<file path="src/rtl/timer_bus_initiator.sv">
// Command-driven single-outstanding initiator for the peripheral register bus.
// Turns write, read and poll-until-match commands into single-cycle bus
// accesses. A poll re-reads one register, optionally with idle gap cycles
// between reads, until a masked compare matches or the retry budget is spent.
module timer_bus_initiator #(
    parameter int POLL_MAX = 1024,
    parameter int POLL_GAP = 4
) (
    input  logic        clk,
    input  logic        resetn,
    input  logic        cmd_valid,
    output logic        cmd_ready,
    input  logic [1:0]  cmd_op,
    input  logic [31:0] cmd_addr,
    input  logic [31:0] cmd_wdata,
    input  logic [31:0] cmd_mask,
    output logic        rsp_valid,
    input  logic        rsp_ready,
    output logic [31:0] rsp_data,
    output logic        rsp_err,
    output logic        sel,
    output logic        we,
    output logic [31:0] addr,
    output logic [31:0] wdata,
    input  logic [31:0] rdata
);

    typedef enum logic [1:0] {
        ST_IDLE   = 2'b00,
        ST_ACCESS = 2'b01,
        ST_GAP    = 2'b10,
        ST_RESP   = 2'b11
    } state_t;

    localparam logic [1:0]  OP_WRITE   = 2'b00;
    localparam logic [1:0]  OP_READ    = 2'b01;
    localparam logic [1:0]  OP_POLL    = 2'b10;
    localparam logic [1:0]  OP_RSVD    = 2'b11;
    localparam logic [15:0] POLL_MAX_C = 16'(POLL_MAX);
    // The GAP counter counts down to zero, so it is loaded with POLL_GAP-1.
    localparam logic [15:0] GAP_LOAD_C = (POLL_GAP > 0) ? 16'(POLL_GAP - 1) : 16'd0;
    localparam bit          GAP_EN_C   = (POLL_GAP > 0);

    state_t      state_r;
    logic [1:0]  op_r;
    logic [31:0] cmp_r;
    logic [31:0] mask_r;
    logic [15:0] poll_cnt_r;
    logic [15:0] gap_cnt_r;
    logic [15:0] poll_cnt_inc_s;
    logic        poll_hit_s;

    // Masked equality used by the poll compare; a zero mask always matches.
    function automatic logic masked_match(input logic [31:0] data,
                                          input logic [31:0] cmp,
                                          input logic [31:0] mask);
        return ((data & mask) == (cmp & mask));
    endfunction

    assign poll_cnt_inc_s = poll_cnt_r + 16'd1;
    assign poll_hit_s     = masked_match(rdata, cmp_r, mask_r);

    // Control FSM; every output is a register so rdata/cmd_* never reach an output combinationally.
    always_ff @(posedge clk or negedge resetn) begin
        if (!resetn) begin
            state_r    <= ST_IDLE;
            op_r       <= 2'b00;
            cmp_r      <= 32'd0;
            mask_r     <= 32'd0;
            poll_cnt_r <= 16'd0;
            gap_cnt_r  <= 16'd0;
            cmd_ready  <= 1'b1;
            rsp_valid  <= 1'b0;
            rsp_data   <= 32'd0;
            rsp_err    <= 1'b0;
            sel        <= 1'b0;
            we         <= 1'b0;
            addr       <= 32'd0;
            wdata      <= 32'd0;
        end else begin
            case (state_r)
                ST_IDLE: begin
                    if (cmd_valid && cmd_ready) begin
                        op_r       <= cmd_op;
                        cmp_r      <= cmd_wdata;
                        mask_r     <= cmd_mask;
                        poll_cnt_r <= 16'd0;
                        cmd_ready  <= 1'b0;
                        if (cmd_op == OP_RSVD) begin
                            // Reserved op: error response without touching the bus.
                            state_r   <= ST_RESP;
                            rsp_valid <= 1'b1;
                            rsp_data  <= 32'd0;
                            rsp_err   <= 1'b1;
                        end else begin
                            state_r <= ST_ACCESS;
                            sel     <= 1'b1;
                            we      <= (cmd_op == OP_WRITE);
                            addr    <= cmd_addr;
                            wdata   <= (cmd_op == OP_WRITE) ? cmd_wdata : 32'd0;
                        end
                    end else begin
                        state_r <= ST_IDLE;
                    end
                end
                ST_ACCESS: begin
                    sel   <= 1'b0;
                    we    <= 1'b0;
                    wdata <= 32'd0;
                    case (op_r)
                        OP_WRITE: begin
                            state_r   <= ST_RESP;
                            rsp_valid <= 1'b1;
                            rsp_data  <= 32'd0;
                            rsp_err   <= 1'b0;
                        end
                        OP_READ: begin
                            state_r   <= ST_RESP;
                            rsp_valid <= 1'b1;
                            rsp_data  <= rdata;
                            rsp_err   <= 1'b0;
                        end
                        OP_POLL: begin
                            rsp_data   <= rdata;
                            poll_cnt_r <= poll_cnt_inc_s;
                            if (poll_hit_s) begin
                                state_r   <= ST_RESP;
                                rsp_valid <= 1'b1;
                                rsp_err   <= 1'b0;
                            end else if (poll_cnt_inc_s == POLL_MAX_C) begin
                                state_r   <= ST_RESP;
                                rsp_valid <= 1'b1;
                                rsp_err   <= 1'b1;
                            end else if (GAP_EN_C) begin
                                state_r   <= ST_GAP;
                                gap_cnt_r <= GAP_LOAD_C;
                            end else begin
                                // Back-to-back poll: keep select asserted for the next read.
                                state_r <= ST_ACCESS;
                                sel     <= 1'b1;
                            end
                        end
                        default: begin
                            state_r   <= ST_RESP;
                            rsp_valid <= 1'b1;
                            rsp_data  <= 32'd0;
                            rsp_err   <= 1'b1;
                        end
                    endcase
                end
                ST_GAP: begin
                    if (gap_cnt_r == 16'd0) begin
                        state_r <= ST_ACCESS;
                        sel     <= 1'b1;
                    end else begin
                        gap_cnt_r <= gap_cnt_r - 16'd1;
                    end
                end
                ST_RESP: begin
                    if (rsp_ready) begin
                        state_r   <= ST_IDLE;
                        rsp_valid <= 1'b0;
                        cmd_ready <= 1'b1;
                    end else begin
                        state_r <= ST_RESP;
                    end
                end
                default: begin
                    state_r   <= ST_IDLE;
                    cmd_ready <= 1'b1;
                    rsp_valid <= 1'b0;
                    sel       <= 1'b0;
                    we        <= 1'b0;
                    wdata     <= 32'd0;
                end
            endcase
        end
    end

endmodule

</file>
<file path="config.mk">
export PLATFORM = sky130hd
export DESIGN_NAME = timer_bus_initiator
export DESIGN_NICKNAME = d
export VERILOG_FILES = /design/src/rtl/timer_bus_initiator.sv
export SDC_FILE = /design/constraint.sdc
export NUM_CORES = 1
export LEC_CHECK = 0
export ABC_AREA = 1
export BUFFER_PORTS_ARGS = -buffer_cell sky130_fd_sc_hd__buf_4
export CAP_MARGIN = 5
export CORE_ASPECT_RATIO = 1.25
export CORE_UTILIZATION = 55
export CTS_BUF_LIST = sky130_fd_sc_hd__clkbuf_4 sky130_fd_sc_hd__clkbuf_8
export DETAILED_ROUTE_END_ITERATION = 6
export PLACE_DENSITY = 0.83
export SLEW_MARGIN = 20
export SYNTH_ARGS = -nofsm -noshare
export SYNTH_HDL_FRONTEND = slang
export SYNTH_SLANG_ARGS = --single-unit
export TNS_END_PERCENT = 1
</file>
<file path="constraint.sdc">
create_clock -name clk -period 2.6 [get_ports clk]
set_input_delay 0.52 -clock clk [delete_from_list [all_inputs] [get_ports clk]]
set_output_delay 0.52 -clock clk [all_outputs]
set_load 0.005 [all_outputs]
</file>
Word-level counts from Yosys, hierarchy flattened
Cells that the tools add are included.

Register bits after elaboration: 201. Input port bits: 134. Output and inout bits: 101.

Add/subtract/negate cells: 2. Eq/ne operators: 18. Muxes and demuxes: 44. Bitwise logic cells: 3. Reductions and logical operators: 22.

Operator list (number): two-way mux 32 bit (6); one-hot mux 32 bit (2 select lines) (2); two-way mux 16 bit (6); bitwise AND 32 bit (2); one-hot mux 16 bit (2 select lines) (2); == test 32 bit (1); inequality test 2 bit, second input constant (9); two-way mux 1 bit (17); adder 16 x 1 -> 16 bit, second input constant (1); == test 16 x 11 -> 1 bit, second input constant (1); zero test 16 bit (1); subtractor 16 x 1 -> 16 bit, second input constant (1); AND reduction 3 bit (5); AND reduction 5 bit (2); == test 2 bit, second input constant (4); two-way mux 2 bit (4); one-hot mux 1 bit (2 select lines) (4); one-hot mux 2 bit (4 select lines) (1); AND reduction 4 bit (2); zero test 2 bit (3); one-hot mux 1 bit (3 select lines) (2); nonzero test 2 bit (3); nonzero test 3 bit (2); == test 2 x 1 -> 1 bit, second input constant (2); other kinds (5) (6).

Longest topological paths before layout
Gate-level depths: netlist of the first run.

Word-level depth: 6. Depth in mapped cells: 15. Mapped depth without buffers: 15.

Worst setup path before layout of the first run
Ideal clock, no wire load.

Path type: register to register. Start point: reg gap_cnt_r[0]. End point: reg gap_cnt_r[6]. Library setup time: 114 ps. Arrival time: 1695 ps. Data required time: 2486 ps. Slack: 791 ps. Stages on the path, launching flop included: 12. Clock period less this slack: 1809 ps. Cells stage by stage: dfrtp_1 > inv_1 > ha_1 > nor3b_2 > nand2_1 > nor3_2 > nand2_1 > nand2_1 > nor2_1 > or2_2 > nand3_1 > inv_1.

Longest elaborated chain between the ends: 3. Elaborated cells on any way between the ends: 6.

Ends and longest elaborated chain: from (decl) (line 49) `logic [15:0] gap_cnt_r;`; from (signal assigned) (line 156) `gap_cnt_r <= gap_cnt_r - 16'd1;`; subtractor 16 x 1 -> 16 bit / zero test 16 bit (equally long branches) (line 156, 152); two-way mux 16 bit / inequality test 2 bit (equally long branches); one-hot mux 16 bit (2 select lines) / AND reduction 5 bit (equally long branches).

Several ways; a longest one is shown, not always the timed one. The select of a mux whose other input is x is not followed. A chain may end at the register's enable or synchronous reset.

Worst setup path in the final report of the first run
Start point: reg poll_cnt_r[0]. End point: reg gap_cnt_r[0].

Longest elaborated chain between the ends: 4.

Ends and longest elaborated chain: from (decl) (line 48) `logic [15:0] poll_cnt_r;`; from (signal assigned) (line 125) `poll_cnt_r <= poll_cnt_inc_s;`; adder 16 x 1 -> 16 bit (line 60) `assign poll_cnt_inc_s = poll_cnt_r + 16'd1;`; == test 16 x 11 -> 1 bit (line 130) `end else if (poll_cnt_inc_s == POLL_MAX_C) begin`; inequality test 2 bit (no line); AND reduction 5 bit (no line).

Every way passes these cells.

==> results of run 1 <==
[layout by cell type (no fill, tap or decap), types with 2 or more instances in the layout]
cell type / netlist / layout
clkbuf_4: 0 / 5
clkinv_2: 0 / 4
nor2_2: 5 / 5
nand2_2: 3 / 3
or2_2: 2 / 2
buf_12: 0 / 3
a21oi_1: 9 / 8
ha_1: 5 / 5
dfrtp_1: 200 / 200
clkbuf_8: 0 / 50
mux2_2: 32 / 32
xor2_1: 10 / 10
inv_2: 2 / 2
nor2_1: 62 / 61
bufinv_16: 0 / 3
nand4_1: 7 / 7
nand2_1: 282 / 282
o21ai_0: 152 / 152
inv_1: 134 / 134
o21ai_1: 2 / 2
o22ai_1: 21 / 21
nand3_1: 57 / 57
a21oi_2: 2 / 3
nor3_1: 5 / 5
nor2_4: 3 / 4
buf_4: 0 / 247
[state kept, by name, indices dropped and copies added (netlist names)]
name	count
cmp_r	32
rsp_valid	1
gap_cnt_r	16
mask_r	32
op_r	2
poll_cnt_r	16
wdata	32
rsp_data	32
addr	32
we	1
rsp_err	1
sel	1
cmd_ready	1
state_r	2
[worst min-delay path by stage]
stage                 startpoint          to  cells after the start  slack, ns
floorplan                 resetn     addr[0]                      0       0.22
global placement      mask_r[30]  mask_r[30]                      2       0.45
CTS                 cmd_mask[23]  mask_r[23]                      3       0.18
detailed placement    mask_r[23]  mask_r[23]                      2       0.45
finish              cmd_mask[23]  mask_r[23]                      3       0.20
global route        cmd_mask[23]  mask_r[23]                      3       0.20
[metal layers]
metal / vias up / GRT usage, % / wire length, µm
met4: 0 / 13.23 / 1031
met1: 3970 / 39.79 / 10040
li1: 3861 / - / -
met3: 82 / 6.558 / 1583
met5: - / 0 / 0
met2: 338 / 52.57 / 13150
[repair_timing]
item                                    in CTS  in global routing
hold buffers                                 1                  0
endpoints found under the setup margin       0                  0
endpoints found under the hold margin       50                  0
resized for setup                            0                  0
[worst max-delay path: cells and delay by family (launching register included)]
kind,cells,cell delay (ns)
flops,1,0.45
simple gates,12,1.32
compound gates,1,0.12
fa+ha+maj,1,0.27
[power by group]
part | total (mW) | leakage [nW] | internal [mW] | switching (mW)
clock | 3.33 | 0.433 | 2.04 | 1.30
combinational | 5.16 | 3.25 | 2.28 | 2.88
sequential | 5.50 | 2.58 | 4.53 | 0.968
total | 14.0 | 6.27 | 8.85 | 5.15
[per-stage QoR]
step,worst slack (ns),std cells
after floorplan,0.7909,1046
after global placement,0.4849,1475
after detailed placement,0.4409,1475
after CTS,0.3598,1537
after global routing,0.03328,1537
final,0.3170,1537
[logic make-up after synthesis]
| family | count (synthesis) | share of synthesized area (%) |
|---|---|---|
| AOI/OAI and AO/OA | 191 | 11.12 |
| xor gates and xnor gates | 11 | 1.066 |
| adders and majority gates | 5 | 0.6924 |
| buffers and inverters | 174 | 7.395 |
| DFF | 201 | 55.68 |
| muxes | 32 | 3.988 |
| and+or+nand+nor | 432 | 20.05 |
[cell type report]
type	instances	area (µm²)
sequential	201	5031
fill	1224	4217
multi-input combinational	671	3347
timing repair buffer	252	1938
clock buffer	54	711.9
inverter	136	510.5
tap	216	270.3
clock inverter	7	110.1
==> run_results.csv, run 1 <==
group,metric,value,unit
run_status,status,"completed",
synth,ys_top_cells_by_area,"dfrtp_1 (55%), nand2_1 (12%), o21ai_0 (8.4%), inv_1 (5.6%), mux2_2 (4.0%)",
die,chipWidth,116.6,µm
synth,ys.flop_type,"dfrtp_1",
grt,grt_max_degree,68,
final_layout,area_delta_synth_final,31.92,%
final_layout,drive_above_1_share,27.93,%
clock_network,cts_tree,"built",
worst_setup_path,path_max_fanout,18,
sta,hold_viol,0,
worst_setup_path,r2r-start,"poll_cnt_r[0]",
synth,netlist_area,9035,µm²
die,core_area,16140,µm²
synth,synth_nets,1185,
sta,period_minus_slack,2.283,ns
routing,drt_first_iter_violations,567,
grt,grt_pass1_vias,8343,
worst_setup_path,slowest_stage,"dfrtp_1",
clock_network,htree_levels,2,
clock_network,clk_latency,0.51,ns
worst_setup_path,required,2.99,ns
synth,ys_top_cells_by_count,"nand2_1 (282), dfrtp_1 (200), o21ai_0 (152)",
synth,ys_seq_area_share,55.68,%
clock_network,cts_setup_buffers,0,
routing,wl,25.80,mm
synth,synth_most_common_cell,"nand2_1",
synth,yosys_warnings,0,
sta,fmax,438.0,MHz
power,ir_drop,629.1,µV
clock_network,cts_buffer_depth,3,
run,max-cap-violations,0,
sta,finalCritPeriodShare,87.81,%
sta,slew_violations,0,
sta,rsz0062_at_grt,"false",
power,p_total,14.00,mW
worst_setup_path,crit_path_frequent_cell,"nand2_1",
final_layout,diodes,0,
synth,syn_avg_cell_area,8.638,µm²
clock_network,clk_pin_slew,0.07,ns
clock_network,numCtsBuffers,34,
synth,synth-edff-count,0,
final_layout,fin_util,73.87,%
die,start_util,55.99,%
routing,wl_per_cell,16.79,µm
place,place_area,11090,µm²
die,fp-row-count,52,
place,place_congestion,0.9280,
synth,async_flop_share,100.0,%
place,place.detailed.hpwl,18.18,mm
routing,vias,8251,
routing,viasPerCell,5.368,
worst_setup_path,critPathMaxStageDelay,0.45,ns
clock_network,clockRootBuffer,"clkbuf_8",
grt,grt_antenna_before_repair,0,
synth,synth_cell_types,37,
power,p_leak,6.266,nW
synth,synthDominantCellAreaShare,55.39,%
sta,tns,0,ns
worst_setup_path,crit_arrival,2.67,ns
die,ios,235,
worst_setup_path,path_cells,"ha_1 -> nand2_1 -> nor2_2 -> nand2_1 -> nand2_1 -> nand2_1 -> nor2_1 -> nand2_1 -> nor2_1 -> nand2_2 -> nand3_4 -> nand2_1 -> o21ai_1 -> nand2_1",
clock_network,cts_sinks,201,
sta,finClkSkew,0.01633,ns
sta,slew_headroom,59.64,%
synth,synth_largest_area_cell,"dfrtp_1",
die,die_h,145.3,µm
die,die_area,16950,µm²
routing,drt-pass1-iter-count,5,
sta,setup_viol,0,
power,power_density,1174,nW/µm²
worst_setup_path,crit_end,"gap_cnt_r[0]",
final_layout,design_area,11920,µm²
routing,drc,0,
worst_setup_path,crit_type,"register to register",
worst_setup_path,worst_setup_path_end_kind,"register",
hold_path,hold_path.class,"primary input to register",
worst_setup_path,rr_endpoint,"gap_cnt_r[0]",
synth,syn_inst,1046,
grt,grt_use_total,31.66,%
routing,ant_nets,0,
synth,synth.ff_latch_count,201,
worst_setup_path,crit_path_start_kind,"register",
final_layout,finalNetCount,1435,
worst_setup_path,crit_start,"poll_cnt_r[0]",
grt,grt_pass1_wl,41.57,mm
sta,hold_slack,0.1999,ns
place,numPortBuffers,234,
worst_setup_path,rrSetupSlack,0.32,ns
sta,tightest_slew,0.6045,ns
worst_setup_path,r2r_cells,14,
grt,overflow,0,
No activity file was read; power rests on OpenSTA's default activity.
==> inputs of run 2 (changes only) <==
--- a/config.mk
+++ b/config.mk
@@ -13,6 +13,7 @@
 export CTS_BUF_LIST = sky130_fd_sc_hd__clkbuf_4 sky130_fd_sc_hd__clkbuf_8
 export DETAILED_ROUTE_END_ITERATION = 6
 export PLACE_DENSITY = 0.83
+export RECOVER_POWER = 50
 export SLEW_MARGIN = 20
 export SYNTH_ARGS = -nofsm -noshare
 export SYNTH_HDL_FRONTEND = slang
==> run 2 against run 1 <==
  * Clock-buffer cell count unchanged
  * Critical path type unchanged
  * Sequential share of layout area grew 0.20 points
  * Routed wire length shrank 0.45%
==> run_results.csv, run 2 (same netlist as run 1, synthesis figures left out) <==
group,metric,value,unit
grt,grt_pass1_vias,8343,
sta,tightest_slew,1.402,ns
worst_setup_path,worst_setup_path_end_kind,"register",
worst_setup_path,crit_arrival,2.66,ns
worst_setup_path,path_cells,"ha_1 -> nand2_1 -> nor2_2 -> nand3_1 -> xor2_1 -> nand2_1 -> nor2_1 -> nand2_2 -> nand3_4 -> nand2_1 -> o21ai_1 -> nand2_1",
final_layout,drive_above_1_share,27.25,%
clock_network,clk_latency,0.52,ns
sta,finalCritPeriodShare,87.23,%
final_layout,final_cells,1537,
sta,fmax,440.9,MHz
run,max-cap-violations,0,
power,ir_drop,624.2,µV
final_layout,layout_common_cells,"nand2_1 (282), dfrtp_1 (200), buf_4 (197)",
grt,grt_max_degree,68,
die,core_area,16140,µm²
die,die_area,16950,µm²
final_layout,area_delta_synth_final,31.30,%
clock_network,clk_pin_slew,0.07,ns
sta,slew_headroom,6.519,%
place,place_inst,1475,
grt,grt_pass1_wl,41.57,mm
grt,grt_use_total,31.66,%
worst_setup_path,slowest_stage,"dfrtp_1",
sta,slew_violations,0,
place,place_congestion,0.9280,
die,die_h,145.3,µm
worst_setup_path,crit_family,"simple AND/OR/NAND/NOR gates",
hold_path,hold_path.class,"primary input to register",
worst_setup_path,path_max_fanout,18,
routing,wl,25.69,mm
worst_setup_path,crit_type,"register to register",
routing,drc,0,
routing,drt-pass1-iter-count,5,
clock_network,cts_tree,"built",
clock_network,numCtsBuffers,34,
sta,finClkSkew,0.01685,ns
worst_setup_path,crit_buf_inv,0,
clock_network,cts_sinks,201,
sta,rsz0062_at_grt,"false",
sta,setup_viol,0,
place,place.detailed.hpwl,18.18,mm
final_layout,finalNetCount,1435,
power,p_leak,6.206,nW
die,ios,235,
die,start_util,55.99,%
final_layout,final_common_cell,"nand2_1",
grt,grt_antenna_before_repair,0,
place,numPortBuffers,234,
clock_network,cts_buffer_depth,3,
worst_setup_path,crit_path_frequent_cell,"nand2_1",
sta,tns,0,ns
die,chipWidth,116.6,µm
routing,drt_first_iter_violations,543,
final_layout,diodes,0,
die,fp-row-count,52,
grt,overflow,0,
worst_setup_path,required,2.99,ns
routing,ant_nets,0,
run_status,status,"completed",
routing,viasPerCell,5.324,
worst_setup_path,crit_path_start_kind,"register",
worst_setup_path,critPathMaxStageDelay,0.45,ns
sta,period_minus_slack,2.268,ns
sta,hold_viol,0,
routing,vias,8183,
clock_network,clockRootBuffer,"clkbuf_8",
power,power_density,1173,nW/µm²
routing,wl_per_cell,16.71,µm
clock_network,htree_levels,2,
[run 2: cell types whose count changed in the layout (fill, tap and decap cells not counted), moves of 2 or more]
cell / delta
clkbuf_4: +39
clkbuf_2: +2
buf_4: -50
clkbuf_1: +9
[run 2: layout make-up]
class,count,area (µm²)
clock buffer,54,711.9
clock inverter,7,110.1
fill,1239,4273
inverter,136,510.5
multi-input combinational,671,3347
sequential,201,5031
tap,216,270.3
timing repair buffer,252,1882
[run 2: final timing paths]
path	startpoint	to	slack [ns]	depth (start not counted)
max	poll_cnt_r[0]	gap_cnt_r[0]	0.33	12
min	cmd_mask[23]	mask_r[23]	0.20	3
max reg2reg	poll_cnt_r[0]	gap_cnt_r[0]	0.33	12
min reg2reg	mask_r[19]	mask_r[19]	0.47	2
max in group asynchronous	resetn	mask_r[7]	0.35	3
min in group asynchronous	resetn	addr[24]	0.88	2
[run 2: repair_timing]
| action | in CTS | in global routing |
|---|---|---|
| hold endpoints to repair | 50 | 0 |
| endpoints found under the setup margin | 0 | 0 |
| setup buffers | 0 | 0 |
| resized for setup | 0 | 0 |
| hold buffers | 1 | 0 |
[run 2: worst min-delay path: cells and delay by family]
family,cells,cell delay [ns]
and+or+nand+nor,2,0.09
buffers and inverters,1,0.07
[run 2: report_power, final]
part / switching (mW) / internal [mW] / leakage [nW] / total [mW]
combinational: 2.88 / 2.20 / 3.19 / 5.08
clock: 1.30 / 2.04 / 0.433 / 3.34
sequential: 0.960 / 4.53 / 2.58 / 5.49
total: 5.14 / 8.77 / 6.21 / 13.9
[run 2: metal layers]
metal	GRT usage, %	vias up	part of all wire [%]	wire length (µm)
li1	-	3860	-	-
met1	39.79	3948	39	9950
met2	52.57	290	51	13160
met3	6.558	85	6.0	1537
met4	13.23	0	4.1	1043
met5	0	-	0	0
[run 2: stage by stage]
stage	worst slack (ns)	utilization, %	cell area, µm²	power (mW)	hold WS (ns)
floorplan	0.7909	-	9035	8.100	0.2244
detailed placement	0.4409	68.71	11090	10.59	0.4535
finish	0.3321	73.52	11860	13.91	0.1963
CTS	0.3598	73.87	11920	14.01	0.1819
global route	0.03328	73.52	11860	14.81	0.1970
global placement	0.4849	68.71	11090	10.35	0.4464
==> inputs of run 3 (changes only) <==
==> constraint.sdc (replaced) <==
create_clock -name clk -period 2.6 [get_ports clk]
set_input_delay 0.78 -clock clk [delete_from_list [all_inputs] [get_ports clk]]
set_output_delay 0.78 -clock clk [all_outputs]
set_load 0.005 [all_outputs]
==> run 3 against run 2 <==
  * Register-to-register slack is essentially flat
  * Sequential power is essentially flat
  * Hold slack gained 0.23 ns
  * Utilization shrank 1.2 points
  * Non-clock buffer count grew 2
  * Fmax grew 0.39%
  * Clock skew shrank 0.0072 ns
==> run_results.csv, run 3 (same netlist as run 1, synthesis figures left out) <==
group,metric,value,unit
worst_setup_path,path_max_fanout,18,
power,ir_drop,661.4,µV
worst_setup_path,required,3.04,ns
hold_path,hp-start,"cmd_mask[25]",
die,chipWidth,116.6,µm
power,internal_power,8.234,mW
routing,vias,8013,
worst_setup_path,crit_family,"simple AND/OR/NAND/NOR gates",
clock_network,numCtsBuffers,30,
final_layout,regArea,5031,µm²
worst_setup_path,crit_path_start_kind,"register",
grt,grt_pass1_vias,7994,
routing,viasPerCell,5.224,
clock_network,cts_buffer_depth,3,
power,power_frac_seq,41.7,%
place,place_area,11110,µm²
power,clkPwrFrac,20.4,%
routing,wl_per_cell,15.99,µm
sta,rsz0062_at_grt,"false",
sta,slew_headroom,3.286,%
routing,drt-pass1-iter-count,5,
worst_setup_path,path_cells,"ha_1 -> nand2_1 -> nor2_2 -> nand2_1 -> nand2_1 -> nand2_1 -> nor2_1 -> nand2_1 -> nor2_1 -> nand2_2 -> nand3_4 -> nand2_1 -> o21ai_1 -> nand2_1",
clock_network,clk_pin_slew,0.06,ns
power,p_leak,6.127,nW
final_layout,drive_above_1_share,26.73,%
sta,tightest_slew,1.451,ns
hold_path,hold_path_end,"mask_r[25]",
worst_setup_path,r2r-start,"poll_cnt_r[0]",
die,start_util,55.99,%
clock_network,cts_tree,"built",
grt,overflow,0,
worst_setup_path,rrSetupSlack,0.34,ns
routing,ant_nets,0,
worst_setup_path,r2r_cells,14,
sta,finalCritPeriodShare,86.89,%
die,ios,235,
power,switching_power,4.914,mW
hold_path,hold_depth,3,
run_status,status,"completed",
sta,tns,0,ns
die,fp-row-count,52,
sta,period_minus_slack,2.259,ns
clock_network,postCtsHoldBufs,0,
grt,grt_use_total,30.08,%
final_layout,final_common_cell,"nand2_1",
worst_setup_path,crit_path_frequent_cell,"nand2_1",
clock_network,cts_resized,0,
worst_setup_path,crit_arrival,2.70,ns
routing,wl,24.53,mm
grt,grt_pass1_wl,39.63,mm
worst_setup_path,slowest_stage,"dfrtp_1",
hold_path,hold_path.class,"primary input to register",
power,p_total,13.15,mW
routing,drc,0,
run,max-cap-violations,0,
clock_network,clockRootBuffer,"clkbuf_8",
power,netSwitchingFraction,37.37,%
sta,finClkSkew,0.009681,ns
clock_network,cts_sinks,201,
sta,slew_violations,0,
worst_setup_path,worst_setup_path_end_kind,"register",
worst_setup_path,critPathMaxStageDelay,0.45,ns
final_layout,multiInputGateArea,3333,µm²
final_layout,area_delta_synth_final,29.19,%
die,die_h,145.3,µm
final_layout,design_area,11670,µm²
final_layout,fillerInstances,1283,
place,place_congestion,0.8535,
routing,drt_first_iter_violations,367,
sta,hold_viol,0,
worst_setup_path,crit_type,"register to register",
sta,setup_viol,0,
power,combPwrFrac,37.8,%
place,numPortBuffers,234,
clock_network,cts_setup_buffers,0,
final_layout,finalNetCount,1433,
die,core_area,16140,µm²
place,place.detailed.hpwl,17.85,mm
grt,grt_max_degree,65,
die,die_area,16950,µm²
final_layout,layout_common_cells,"nand2_1 (282), buf_4 (209), dfrtp_1 (200)",
power,power_density,1126,nW/µm²
worst_setup_path,cp_num_cells,14,
final_layout,fin_util,72.34,%
worst_setup_path,rr_endpoint,"gap_cnt_r[0]",
grt,grt_antenna_before_repair,1,
clock_network,htree_levels,1,
clock_network,clk_latency,0.55,ns
sta,fmax,442.6,MHz
worst_setup_path,crit_buf_inv,0,
run 3: cell types whose count changed in the layout (fill, tap and decap cells not counted), moves of 2 or more:
cell,change
clkbuf_8,-10
clkbuf_2,+2
buf_4,+12
clkbuf_4,-5
bufinv_16,-3
nor2_1,+2
clkbuf_1,+2
run 3: worst max path at each step:
stage                  startpoint  slack (ns)            to
global placement        rdata[25]        0.25  gap_cnt_r[0]
detailed placement      rdata[22]        0.22  gap_cnt_r[0]
CTS                 poll_cnt_r[0]        0.37  gap_cnt_r[0]
finish              poll_cnt_r[0]        0.34  gap_cnt_r[0]
global route        poll_cnt_r[0]        0.09  gap_cnt_r[0]
floorplan               cmd_valid        0.69     wdata[13]
run 3: through the flow:
stage | instances | setup slack (ns) | hold WS, ns
after floorplan | 1046 | 0.6868 | 0.4356
after global placement | 1478 | 0.2518 | 0.4480
after detailed placement | 1478 | 0.2183 | 0.4521
after CTS | 1533 | 0.3704 | 0.1969
after global routing | 1533 | 0.09424 | 0.4215
final | 1534 | 0.3409 | 0.4276
run 3: routing by layer:
metal	up-vias	track usage [%]	part of all wire, %
met2	267	50.21	50
met4	0	13.80	4.4
met5	-	0	0
met3	70	5.430	6.0
li1	3846	-	-
met1	3830	37.55	39
run 3: worst min-delay path: cells and delay by family:
family / cells / cell delay [ns]
buf+inv: 1 / 0.07
simple gates: 2 / 0.09
run 3: power by group through the flow:
stage / registers, mW / clock network, mW / logic [mW]
CTS: 5.48 / 2.73 / 5.09
finish: 5.49 / 2.69 / 4.97
global placement: 5.46 / 0 / 4.90
floorplan: 5.35 / 0 / 2.75
detailed placement: 5.50 / 0 / 5.07
global route: 5.65 / 2.86 / 5.58
run 3: layout make-up:
cell class	instances	area share, %
Timing Repair Buffer	254	16.11
Sequential cell	201	43.10
Multi-Input combinational cell	671	28.56
Inverter	136	4.373
Clock buffer	50	5.306
Clock inverter	5	0.2144
Tap cell	216	2.315
Antenna cell	1	0.02144
